`config.mk`:
```
export PLATFORM = sky130hd
export DESIGN_NAME = cache_miss_ctrl
export DESIGN_NICKNAME = d
export VERILOG_FILES = /design/src/rtl/cache_miss_ctrl.sv
export SDC_FILE = /design/constraint.sdc
export NUM_CORES = 1
export LEC_CHECK = 0
export CAP_MARGIN = 25
export CORE_ASPECT_RATIO = 1.75
export CORE_UTILIZATION = 50
export CTS_BUF_LIST = sky130_fd_sc_hd__clkbuf_16
export CTS_CLUSTER_SIZE = 25
export DETAILED_ROUTE_END_ITERATION = 16
export GPL_TIMING_DRIVEN = 0
export PLACE_DENSITY = 0.81
export SYNTH_ARGS = -nofsm -noshare
export SYNTH_HDL_FRONTEND = slang
export SYNTH_SLANG_ARGS = --single-unit
```
`constraint.sdc`:
```
create_clock -name clk -period 6.9 [get_ports clk]
set_clock_uncertainty 0.15 [all_clocks]
set_input_delay 2.07 -clock clk [delete_from_list [all_inputs] [get_ports clk]]
set_output_delay 2.07 -clock clk [all_outputs]
set_load 0.01 [all_outputs]
```
`src/rtl/cache_miss_ctrl.sv`:
```
`timescale 1ns/1ps
// Request sequencer for the 4-way 32B-line cache: lookup, hit update,
// dirty-victim writeback, line fill and replay against main memory.
module cache_miss_ctrl #(
  parameter int TAG_BITS   = 14,
  parameter int IDX_BITS   = 13,
  parameter int MM_TIMEOUT = 1023
) (
  input  logic                clk,
  input  logic                reset,
  input  logic                pe_read,
  input  logic                pe_write,
  input  logic [31:0]         pe_a,
  output logic                busy,
  output logic                rd_valid,
  input  logic                req_hit,
  input  logic                victim_mod,
  input  logic [TAG_BITS-1:0] victim_tag,
  output logic                ary_write,
  output logic                tag_write,
  output logic                val_write,
  output logic                mod_write,
  output logic                lru_write,
  output logic                is_val,
  output logic                is_mod,
  output logic                fill,
  output logic [31:0]         mm_a,
  output logic                mm_read,
  output logic                mm_write,
  input  logic                mm_waitrequest,
  input  logic                mm_readdata_valid,
  output logic                err
);

  localparam int CNT_W = 16;

  typedef enum logic [2:0] {
    IDLE, LOOKUP, WB_REQ, FILL_REQ, FILL_WAIT, FILL_WRITE, REPLAY
  } state_t;

  state_t              state_q, state_d;
  logic [TAG_BITS-1:0] tag_q, tag_d;
  logic [IDX_BITS-1:0] idx_q, idx_d;
  logic                wr_q, wr_d;
  logic [CNT_W-1:0]    cnt_q, cnt_d;
  logic [31:0]         mm_a_q, mm_a_d;
  logic                err_q, err_d;
  logic                take;

  assign take = pe_read | pe_write;
  assign mm_a = mm_a_q;
  assign err  = err_q;

  always_ff @(posedge clk) begin
    if (reset) begin
      state_q <= IDLE;
      cnt_q   <= '0;
      mm_a_q  <= '0;
      err_q   <= 1'b0;
      wr_q    <= 1'b0;
    end else begin
      state_q <= state_d;
      cnt_q   <= cnt_d;
      mm_a_q  <= mm_a_d;
      err_q   <= err_d;
      wr_q    <= wr_d;
    end
  end

  // Request address needs no reset: it is only consumed after an accept.
  always_ff @(posedge clk) begin
    tag_q <= tag_d;
    idx_q <= idx_d;
  end

  always_comb begin
    state_d   = state_q;
    tag_d     = tag_q;
    idx_d     = idx_q;
    wr_d      = wr_q;
    cnt_d     = cnt_q;
    mm_a_d    = mm_a_q;
    err_d     = err_q;
    busy      = 1'b1;
    rd_valid  = 1'b0;
    ary_write = 1'b0;
    tag_write = 1'b0;
    val_write = 1'b0;
    mod_write = 1'b0;
    lru_write = 1'b0;
    is_val    = 1'b0;
    is_mod    = 1'b0;
    fill      = 1'b0;
    mm_read   = 1'b0;
    mm_write  = 1'b0;

    case (state_q)
      IDLE: begin
        busy = 1'b0;
        if (take) begin
          tag_d   = pe_a[5+IDX_BITS +: TAG_BITS];
          idx_d   = pe_a[5 +: IDX_BITS];
          wr_d    = pe_write;
          state_d = LOOKUP;
        end
      end
      LOOKUP: begin
        if (req_hit) begin
          busy      = 1'b0;
          lru_write = 1'b1;
          if (wr_q) begin
            ary_write = 1'b1;
            mod_write = 1'b1;
            is_mod    = 1'b1;
          end else begin
            rd_valid  = 1'b1;
          end
          // A hit frees the controller in the same cycle, so chain the next request.
          if (take) begin
            tag_d   = pe_a[5+IDX_BITS +: TAG_BITS];
            idx_d   = pe_a[5 +: IDX_BITS];
            wr_d    = pe_write;
            state_d = LOOKUP;
          end else begin
            state_d = IDLE;
          end
        end else if (victim_mod) begin
          mm_a_d  = {victim_tag, idx_q, 5'b0};
          state_d = WB_REQ;
        end else begin
          mm_a_d  = {tag_q, idx_q, 5'b0};
          state_d = FILL_REQ;
        end
      end
      WB_REQ: begin
        mm_write = 1'b1;
        if (!mm_waitrequest) begin
          mm_a_d  = {tag_q, idx_q, 5'b0};
          state_d = FILL_REQ;
        end
      end
      FILL_REQ: begin
        mm_read = 1'b1;
        if (!mm_waitrequest) begin
          cnt_d   = '0;
          state_d = FILL_WAIT;
        end
      end
      FILL_WAIT: begin
        if (mm_readdata_valid) begin
          state_d = FILL_WRITE;
        end else if (cnt_q == CNT_W'(MM_TIMEOUT - 1)) begin
          err_d   = 1'b1;
          state_d = IDLE;
        end else begin
          cnt_d = cnt_q + 1'b1;
        end
      end
      FILL_WRITE: begin
        fill      = 1'b1;
        ary_write = 1'b1;
        tag_write = 1'b1;
        val_write = 1'b1;
        is_val    = 1'b1;
        mod_write = 1'b1;
        lru_write = 1'b1;
        state_d   = REPLAY;
      end
      REPLAY: begin
        state_d = LOOKUP;
      end
      default: begin
        state_d = IDLE;
      end
    endcase
  end

endmodule

```
==> flow_metrics.env <==
export IMPL_final_common_cell="clkdlybuf4s50_1"
export IMPL_fin_crit_ps=6046
export IMPL_synth_flop_cell="dfxtp_1"
export IMPL_final_cell_mix="clkdlybuf4s50_1, nor2_1, dfxtp_1, mux2i_1, edfxtp_1"
export IMPL_h_tree_depth=3
export IMPL_period_share_pct=87.63
export IMPL_slew_headroom_pct=57.21
export IMPL_firstDrtPassIters=4
export IMPL_fmax_ghz=0.1654
export IMPL_slew_viol_final=0
export IMPL_fp_dieH_um=108.4
export IMPL_grt_overflow=0
export IMPL_clock_sink_count=75
export IMPL_die_width_um=62.81
export IMPL_layout_setup_ws_ps=853.7
export IMPL_port_buffers=87
export IMPL_drc=0
export IMPL_ant_nets=0
export IMPL_cts_clk_slew_worst_paths_ps=60
export IMPL_syn_to_final_growth_pct=40.10
export IMPL_grt_max_degree=21
export IMPL_arrival_ps=3830
export IMPL_cts_buffers=9
export IMPL_mappedNetlistArea_um2=3236
export IMPL_postSynthCellCount=317
export IMPL_drt_wirelength_per_cell_um=15.72
export IMPL_holdWs_ps=336.3
export IMPL_post_cts_setup_buffers=0
export IMPL_setup_viol=0
export IMPL_dp_hpwl_um=5790
export IMPL_yosysSeqAreaShare_pct=54.76
export IMPL_hold_viol=0
export IMPL_synth_area_leader_cell="dfxtp_1"
export IMPL_routed_wl_um=7937
export IMPL_final_cells=505
export IMPL_fin_tns_setup_ps=0
export IMPL_gr_usage_all_layers_pct=24.74
export IMPL_drive_above_1_share_pct=9.176
export IMPL_n_antenna_cell=0
export IMPL_syn_area_per_cell_um2=10.21
export IMPL_synth_async_reset_ratio_pct=0
export IMPL_cts_max_path_buffers=2
export IMPL_synth_top_area_share_pct=29.70
export IMPL_cts_resized=0
export IMPL_insertion_delay_ps=330
export IMPL_cts_tree="built"
export IMPL_yosys_warnings=0
export IMPL_grt_pass1_wl_um=12610
export IMPL_required_ps=4680
export IMPL_hold_buffers=0
export IMPL_worst_slew_pin_slew_ps=635.9
export IMPL_placed_cells=489
export IMPL_hp_class="register to register"
export IMPL_status="finished, final reports clean"
export IMPL_rows=38
export IMPL_io_pin_count=99
export IMPL_vias=2780
export IMPL_place_ws_ps=855.5
export IMPL_synth_cell_types=47
export IMPL_endpoint_kind="output port"
export IMPL_netlist_top_cells_area="dfxtp_1, edfxtp_1, mux2i_1"
export IMPL_synth_edf_count=27
export IMPL_crit_path_max_fanout=4
export IMPL_drtIter0Drc=161
export IMPL_cts_root_buf="clkbuf_16"
export IMPL_gp_congestion=0.9230
export IMPL_fp_dieArea_um2=6810
export IMPL_cap_violations=0
export IMPL_avgViaCountPerCell=5.505
export IMPL_core_um2=6228
export IMPL_powerDensity_nw_per_um2=265.6
export IMPL_critPathKind="input pin to output port"
export IMPL_rsz0062_at_grt="no"
export IMPL_synth_seq_cells=75
export IMPL_start_kind="input pin"
export IMPL_ir_drop_mv=0.2258
export IMPL_grt_pass1_vias=2815
export IMPL_start_util_pct=51.95
export IMPL_grt_antenna_before_repair=0
export IMPL_fill_cells=445
export IMPL_final_nets=476
export IMPL_p_leak_nw=1.639
## kinds of logic after synthesis
kind of cell	synth area share [%]
and+or+nand+nor	17.32
buffers and inverters	5.182
other	0.1159
AOI/OAI and AO/OA	12.53
adders and majority gates	0.7733
muxes	9.319
DFF	54.76
## sequential cells by signal (all words and copies together), names as in the netlist
register  flops
wr_q          1
err           1
state_q       3
idx_q        13
tag_q        14
mm_a         27
cnt_q        16
## cell type report
type                       count  area [um^2]  area share (%)
sequential                    75         1772           39.08
clock buffer                   9        225.2           4.968
clock inverter                 7        68.82           1.518
tap                           80        100.1           2.208
multi-input combinational    214         1314           28.98
inverter                       6        22.52          0.4968
timing repair buffer          88        885.9           19.54
buffer                        26        145.1           3.202
## worst paths after layout
| check | from | end | slack (ps) | cells past startpoint |
|---|---|---|---|---|
| hold / removal | err$_SDFFE_PP0P_ | err$_SDFFE_PP0P_ | 340 | 2 |
| hold reg to reg | err$_SDFFE_PP0P_ | err$_SDFFE_PP0P_ | 340 | 2 |
| setup / recovery | req_hit | mod_write | 850 | 7 |
| setup reg to reg | state_q[2]$_SDFFE_PP0P_ | cnt_q[11]$_SDFFE_PP0P_ | 4410 | 7 |
## cells in the mapped netlist, drive strengths merged, types with 5 or more instances
cell type and n:
edfxtp 27, or4 6, a31oi 6, nand4 5
or3 7, nor2 55, nand2 10, mux2i 29
clkbuf 13, dfxtp 48, inv 6, o21ai 13
a211oi 14, a21oi 18, buf 13, nand3 13
## metal layers
| metal | wire (um) | vias up | GRT usage, % |
|---|---|---|---|
| li1 | - | 1354 | - |
| met1 | 2859 | 1300 | 23.44 |
| met2 | 4476 | 105 | 46.27 |
| met3 | 391 | 21 | 5.485 |
| met4 | 210 | 0 | 17.44 |
| met5 | 0 | - | 0 |
## critical path, stage by stage
cell             delay, ps
clkdlybuf4s50_1        460
inv_1                  130
nor2_1                  60
and3_1                 210
or2_2                  290
buf_4                  130
clkdlybuf4s50_1        460
## report_power, final
group          leakage, nW  total, mW  internal [mW]  switching [mW]
clock network        0.147      0.457          0.279           0.178
logic                0.835      0.215          0.110           0.104
registers            0.657      0.532          0.510          0.0216
## metrics by stage
| stage | area [um^2] | power [mW] | util [%] |
|---|---|---|---|
| finish | 4533 | 1.204 | 72.78 |
| global route | 4533 | 1.251 | 72.78 |
| CTS | 4533 | 1.214 | 72.78 |
| detailed placement | 4239 | 0.7541 | 68.06 |
| global placement | 4222 | 0.7445 | 67.78 |
| floorplan | 3251 | 0.6451 | - |
Note: power is estimated with default switching activity, not from simulation.
